### src/rtl/subframe_pkg.sv
// Shared types and constants for the subframe convolution controller.
package subframe_pkg;

    typedef enum logic [2:0] {
        IDLE     = 3'd0,
        CLEAR    = 3'd1,
        PAD_PRE  = 3'd2,
        RUN      = 3'd3,
        PAD_POST = 3'd4,
        DRAIN    = 3'd5,
        DONE     = 3'd6
    } state_t;

    localparam int NB_PIXEL       = 8;
    localparam int OUT_FIFO_DEPTH = 2;
    localparam int OUT_FIFO_CNT_W = $clog2(OUT_FIFO_DEPTH + 1);

    // Counter width helper that never collapses to zero bits.
    function automatic int min_width(input int n);
        return (n > 1) ? $clog2(n) : 1;
    endfunction

endpackage

### src/rtl/subframe_out_fifo.sv
// Small output FIFO holding datapath results until the m_axis consumer accepts them.
module subframe_out_fifo
    import subframe_pkg::*;
#(
    parameter int DATA_W = 32,
    parameter int DEPTH  = OUT_FIFO_DEPTH
) (
    input  logic                         i_clk,
    input  logic                         i_reset,
    input  logic                         clear_i,
    input  logic                         push_i,
    input  logic [DATA_W-1:0]            data_i,
    input  logic                         pop_i,
    output logic [DATA_W-1:0]            data_o,
    output logic                         valid_o,
    output logic [$clog2(DEPTH+1)-1:0]   count_o
);
    localparam int PTR_W = min_width(DEPTH);
    localparam int CNT_W = $clog2(DEPTH + 1);

    logic [DATA_W-1:0] mem_q [DEPTH];
    logic [PTR_W-1:0]  wr_q;
    logic [PTR_W-1:0]  rd_q;
    logic [CNT_W-1:0]  count_q;
    logic              do_push;
    logic              do_pop;

    assign do_pop  = pop_i && (count_q != '0);
    assign do_push = push_i && ((count_q != CNT_W'(DEPTH)) || do_pop);

    always_ff @(posedge i_clk) begin
        if (i_reset || clear_i) begin
            wr_q    <= '0;
            rd_q    <= '0;
            count_q <= '0;
        end else begin
            if (do_push) begin
                wr_q <= (wr_q == PTR_W'(DEPTH - 1)) ? '0 : wr_q + PTR_W'(1);
            end
            if (do_pop) begin
                rd_q <= (rd_q == PTR_W'(DEPTH - 1)) ? '0 : rd_q + PTR_W'(1);
            end
            case ({do_push, do_pop})
                2'b10:   count_q <= count_q + CNT_W'(1);
                2'b01:   count_q <= count_q - CNT_W'(1);
                default: count_q <= count_q;
            endcase
        end
    end

    // Storage is data only; occupancy alone decides what is visible.
    always_ff @(posedge i_clk) begin
        if (do_push) begin
            mem_q[wr_q] <= data_i;
        end
    end

    assign valid_o = (count_q != '0);
    assign data_o  = valid_o ? mem_q[rd_q] : '0;
    assign count_o = count_q;

endmodule

### src/rtl/subframe_ctrl.sv
// Frame sequencer feeding a subframe convolution datapath and collecting its results.
// Optional column zero-padding is built in when SUBFRAME_CTRL_PAD_EN is defined.
module subframe_ctrl
    import subframe_pkg::*;
#(
    parameter int IMAGE_HEIGHT = 200,
    parameter int IMAGE_WIDTH  = 200,
    parameter int KERNEL_WIDTH = 3,
    parameter int NB_DATA      = 32
) (
    input  logic               i_clk,
    input  logic               i_reset,
    input  logic               i_start,
    input  logic [NB_DATA-1:0] s_axis_tdata,
    input  logic               s_axis_tvalid,
    output logic               s_axis_tready,
    input  logic               s_axis_tlast,
    output logic [NB_DATA-1:0] o_dp_data,
    output logic               o_dp_valid,
    output logic               o_dp_reset,
    input  logic [NB_DATA-1:0] i_dp_data,
    output logic [NB_DATA-1:0] m_axis_tdata,
    output logic               m_axis_tvalid,
    input  logic               m_axis_tready,
    output logic               m_axis_tlast,
    output logic               o_busy,
    output logic               o_done,
    output logic               o_err_tlast
);
`ifdef SUBFRAME_CTRL_PAD_EN
    localparam int PAD_COLS = 2;
`else
    localparam int PAD_COLS = 0;
`endif
    localparam int TOTAL_COLS   = IMAGE_WIDTH + PAD_COLS;
    localparam int FIRST_IN_COL = PAD_COLS / 2;
    localparam int LAST_IN_COL  = FIRST_IN_COL + IMAGE_WIDTH - 1;
    localparam int OUT_WORDS    = (TOTAL_COLS - KERNEL_WIDTH + 1) * IMAGE_HEIGHT;
    localparam int ROW_W        = min_width(IMAGE_HEIGHT);
    localparam int COL_W        = min_width(TOTAL_COLS);
    localparam int OUT_W        = min_width(OUT_WORDS + 1);
    localparam int OCC_W        = OUT_FIFO_CNT_W + 1;

    state_t                      state_q;
    state_t                      state_d;
    logic [ROW_W-1:0]            row_q;
    logic [COL_W-1:0]            col_q;
    logic [OUT_W-1:0]            out_cnt_q;
    logic                        pend_q;
    logic                        err_q;
    logic                        busy_q;
    logic                        done_q;
    logic                        dp_reset_q;

    logic [OUT_FIFO_CNT_W-1:0]   fifo_count;
    logic                        fifo_pop;
    logic                        fifo_clear;
    logic [OCC_W-1:0]            occupancy;
    logic                        can_issue;
    logic                        issue;
    logic                        in_hs;
    logic                        row_last;
    logic                        col_last;
    logic                        last_in_word;

    assign row_last     = (row_q == ROW_W'(IMAGE_HEIGHT - 1));
    assign col_last     = (col_q == COL_W'(TOTAL_COLS - 1));
    assign last_in_word = row_last && (col_q == COL_W'(LAST_IN_COL));

    // A result slot is reserved at issue time so the FIFO can never overflow.
    assign fifo_pop   = m_axis_tvalid && m_axis_tready;
    assign occupancy  = {1'b0, fifo_count} - OCC_W'(fifo_pop) + OCC_W'(pend_q);
    assign can_issue  = (occupancy < OCC_W'(OUT_FIFO_DEPTH));
    assign fifo_clear = (state_q == CLEAR);

    assign s_axis_tready = (state_q == RUN) && can_issue;
    assign in_hs         = s_axis_tvalid && s_axis_tready;
    assign o_dp_data     = (state_q == RUN) ? s_axis_tdata : '0;
    assign o_dp_valid    = issue;

    always_comb begin
        issue = 1'b0;
        case (state_q)
            RUN:      issue = in_hs;
`ifdef SUBFRAME_CTRL_PAD_EN
            PAD_PRE,
            PAD_POST: issue = can_issue;
`endif
            default:  issue = 1'b0;
        endcase
    end

    always_comb begin
        state_d = state_q;
        case (state_q)
            IDLE:     if (i_start) state_d = CLEAR;
`ifdef SUBFRAME_CTRL_PAD_EN
            CLEAR:    state_d = PAD_PRE;
            PAD_PRE:  if (issue && row_last) state_d = RUN;
            RUN:      if (issue && last_in_word) state_d = PAD_POST;
            PAD_POST: if (issue && row_last && col_last) state_d = DRAIN;
`else
            CLEAR:    state_d = RUN;
            RUN:      if (issue && last_in_word) state_d = DRAIN;
`endif
            DRAIN:    if (!pend_q && (fifo_count == '0)) state_d = DONE;
            DONE:     state_d = IDLE;
            default:  state_d = IDLE;
        endcase
    end

    always_ff @(posedge i_clk) begin
        if (i_reset) begin
            state_q    <= IDLE;
            row_q      <= '0;
            col_q      <= '0;
            out_cnt_q  <= '0;
            pend_q     <= 1'b0;
            err_q      <= 1'b0;
            busy_q     <= 1'b0;
            done_q     <= 1'b0;
            dp_reset_q <= 1'b0;
        end else begin
            state_q    <= state_d;
            busy_q     <= (state_d != IDLE);
            done_q     <= (state_d == DONE);
            dp_reset_q <= (state_d == CLEAR);
            // Only full kernel windows produce a result one cycle later.
            pend_q     <= issue && (col_q >= COL_W'(KERNEL_WIDTH - 1));
            if (state_q == CLEAR) begin
                row_q     <= '0;
                col_q     <= '0;
                out_cnt_q <= '0;
                err_q     <= 1'b0;
            end else begin
                if (issue) begin
                    if (row_last) begin
                        row_q <= '0;
                        col_q <= col_last ? '0 : col_q + COL_W'(1);
                    end else begin
                        row_q <= row_q + ROW_W'(1);
                    end
                end
                if (fifo_pop) begin
                    out_cnt_q <= out_cnt_q + OUT_W'(1);
                end
                if ((state_q == RUN) && in_hs && (s_axis_tlast != last_in_word)) begin
                    err_q <= 1'b1;
                end
            end
        end
    end

    subframe_out_fifo #(
        .DATA_W (NB_DATA),
        .DEPTH  (OUT_FIFO_DEPTH)
    ) u_out_fifo (
        .i_clk   (i_clk),
        .i_reset (i_reset),
        .clear_i (fifo_clear),
        .push_i  (pend_q),
        .data_i  (i_dp_data),
        .pop_i   (fifo_pop),
        .data_o  (m_axis_tdata),
        .valid_o (m_axis_tvalid),
        .count_o (fifo_count)
    );

    assign m_axis_tlast = m_axis_tvalid && (out_cnt_q == OUT_W'(OUT_WORDS - 1));
    assign o_busy       = busy_q;
    assign o_done       = done_q;
    assign o_dp_reset   = dp_reset_q;
    assign o_err_tlast  = err_q;

endmodule

### config.mk
export PLATFORM = sky130hd
export DESIGN_NAME = subframe_ctrl
export DESIGN_NICKNAME = d
export VERILOG_FILES = /design/src/rtl/subframe_pkg.sv /design/src/rtl/subframe_out_fifo.sv /design/src/rtl/subframe_ctrl.sv
export SDC_FILE = /design/constraint.sdc
export NUM_CORES = 1
export LEC_CHECK = 0
export CAP_MARGIN = 10
export CORE_UTILIZATION = 35
export DETAILED_ROUTE_END_ITERATION = 12
export HOLD_SLACK_MARGIN = 0.12
export MAX_ROUTING_LAYER = met4
export PLACE_DENSITY = 0.64
export SLEW_MARGIN = 20
export SYNTH_ARGS = -nofsm -noshare
export SYNTH_HDL_FRONTEND = slang
export SYNTH_HIERARCHICAL = 1
export SYNTH_SLANG_ARGS = --single-unit
### constraint.sdc
create_clock -name i_clk -period 5.58 [get_ports i_clk]
set_clock_uncertainty 0.05 [all_clocks]
set_input_delay 1.116 -clock i_clk [delete_from_list [all_inputs] [get_ports i_clk]]
set_output_delay 1.116 -clock i_clk [all_outputs]
set_load 0.05 [all_outputs]
==> results.py <==
metrics = {
    "die": {
        "fp.dieH_microns": 121.1,
        "num_rows": 43,
        "fp.dieW_microns": 121.1,
        "start_util_pct": 35.75,
        "io_pins": 142,
        "die-area_sq_um": 14660,
        "core-area_sq_um": 13880,
    },
    "sta": {
        "hold_viol_final": 0,
        "setup_viol": 0,
        "worst_slew_margin_rel_pct": 29.14,
        "timing.final.max_slew_violations": 0,
        "rsz0062_at_grt": "no",
        "setup_tns_ns": 0,
        "post-route-min-period_ns": 4.604,
        "fmax_mhz": 217.2,
        "whs_ns": 0.4325,
        "fin_crit_sh_pct": 82.51,
        "setup_ws_ns": 0.9758,
        "worstMarginPinSlew_ns": 1.063,
    },
    "finish": {
        "area_growth_pct": 37.90,
        "final_cells": 760,
        "n_antenna_cell": 0,
        "layout.nets": 651,
        "drive_above_1_share_pct": 6.724,
        "final_cell_area_sq_um": 6843,
    },
    "synth": {
        "yosys_warnings": 6,
        "synth_area_leaders": "edfxtp_1 (39%), dfxtp_1 (18%), mux2i_1 (7.1%)",
        "synth_top_area_share_pct": 38.73,
        "synth-seq-area-share_pct": 56.88,
        "synthDistinctLibCells": 57,
        "syn_inst": 441,
        "syn_area_sq_um": 4962,
        "syn_area_per_cell_sq_um": 11.25,
        "async_flop_share_pct": 0,
        "syn-num-nets": 517,
        "synth_most_common_cell": "edfxtp_1",
        "postSynthRegisterBits": 109,
        "synth-edff-count": 64,
        "synthTopCellsByCount": "edfxtp_1 (64), nor2_1 (63), dfxtp_1 (45)",
        "yosysTopAreaCell": "edfxtp_1",
        "synth_ff_type": "edfxtp_1",
    },
    "clocking": {
        "cts_sinks": 109,
        "cts_resized": 0,
        "clockRootBuffer": "clkbuf_16",
        "postCtsSetupBuffers": 0,
        "cts_buffer_depth": 2,
        "htree_levels": 3,
        "insertion_delay_ns": 0.35,
        "path_clk_slew_ns": 0.07,
        "cts_hold_buf": 0,
        "cts_tree": "done",
        "numCtsBuffers": 9,
    },
    "global_route": {
        "grt_pass1_wl_microns": 17440,
        "grt_pass1_vias": 3559,
        "grt_overflow": 0,
        "grt_max_degree": 33,
        "antenna_found_initial": 0,
        "grt_usage_pct": 15.65,
    },
    "worst_setup_path": {
        "criticalPathCategory": "primary input to output pin",
        "arrival_ns": 3.44,
        "startpoint_type": "primary input",
        "required_ns": 4.41,
        "cp_max_fo": 8,
        "endpoint_kind": "output pin",
    },
    "placed_design": {
        "dp_hpwl_microns": 7394,
        "io_buffers": 141,
        "gp_congestion": 0.8148,
        "place_ws_ns": 1.021,
        "post-place-cells": 744,
        "placedInstanceArea_sq_um": 6539,
    },
    "power": {
        "p_per_area_nw_per_um2": 235.6,
        "irDropWorstVdd_uv": 153.9,
        "power_leakage_nw": 2.210,
    },
    "routing": {
        "drt-initial-drc-count": 233,
        "wire_per_inst_microns": 14.24,
        "ant_nets": 0,
        "viasPerCell": 4.814,
        "dr_total_vias": 3659,
        "wirelength_microns": 10820,
        "firstDrtPassIters": 4,
        "post-route-drc-count": 0,
    },
    "job": {
        "drv_cap": 0,
    },
    "outcome": {
        "outcome": "finished, final reports clean",
    },
    "hold_path": {
        "worst_hold_path_type": "register to register",
    },
}
## cell usage in the layout (no fill, tap or decap), drive strengths merged, types with 8 or more instances in the layout
| cell | netlist | final |
|---|---|---|
| o21ai | 8 | 8 |
| nand4 | 14 | 14 |
| edfxtp | 64 | 64 |
| nor3 | 8 | 8 |
| clkdlybuf4s50 | 0 | 139 |
| nor4 | 8 | 8 |
| nand2 | 23 | 23 |
| clkbuf | 6 | 9 |
| mux2i | 35 | 35 |
| nor2 | 64 | 64 |
| or4 | 12 | 12 |
| a21oi | 16 | 16 |
| xnor2 | 10 | 10 |
| inv | 10 | 13 |
| and2 | 35 | 35 |
| xor2 | 10 | 10 |
| dfxtp | 45 | 45 |
| nand3 | 10 | 10 |
## state kept, by name, indices dropped and copies added, names as in the netlist, named ones only
register and cells:
o_dp_reset 1, u_out_fifo/mem_q 64, row_q 8, o_err_tlast 1
pend_q 1, state_q 3, col_q 8, u_out_fifo/wr_q 1
out_cnt_q 16, o_busy 1, u_out_fifo/count_o 2, o_done 1
u_out_fifo/rd_q 1
## worst max-delay path: stages
cell and delay, ns:
clkdlybuf4s50_1 0.51, and2_1 0.17, ha_1 0.22, nand2b_1 0.15
fa_1 0.38, xor2_1 0.54, nor3b_2 0.16, buf_12 0.19
## kinds of logic after synthesis
logic type | share of synthesized area [%]
buf+inv | 3.101
fa+ha+maj | 1.664
compound gates | 5.194
simple gates | 22.34
mux | 7.287
flops | 56.88
xor+xnor | 3.530
## through the flow
step	util (%)	power (mW)
2_1_floorplan	-	0.9108
3_3_place_gp	47.09	0.9753
3_5_place_dp	47.11	0.9775
4_1_cts	49.30	1.637
5_1_grt	49.30	1.675
6_report	49.30	1.612
## report_power, final
group | switching, mW | internal [mW]
logic | 0.0467 | 0.0587
clock network | 0.300 | 0.354
registers | 0.00272 | 0.851
## area by class of cell
type / instances / area, sq um
clock buffer: 9 / 225.2
fill: 1253 / 7038
clock inverter: 7 / 78.83
timing repair buffer: 145 / 1449
inverter: 10 / 37.54
sequential: 109 / 2824
multi-input combinational: 300 / 2003
tap: 180 / 225.2
## layer usage
| layer | share of wire (%) | vias to the layer above | wire (microns) | global-route usage (%) |
|---|---|---|---|---|
| li1 | - | 1843 | - | - |
| met2 | 49 | 75 | 5331 | 25.07 |
| met5 | 0 | - | 0 | - |
| met3 | 4.9 | 11 | 531 | 3.994 |
| met4 | 1.4 | 0 | 147 | 5.710 |
| met1 | 44 | 1730 | 4809 | 19.07 |
## worst paths after layout
path | start | to | slack, ns | cells past startpoint
min | col_q[5] | col_q[5] | 0.43 | 2
min reg2reg | col_q[5] | col_q[5] | 0.43 | 2
max reg2reg | u_out_fifo/count_o[1] | col_q[3] | 2.34 | 10
max | m_axis_tready | o_dp_valid | 0.98 | 8
Note: power is estimated with default switching activity, not from simulation.
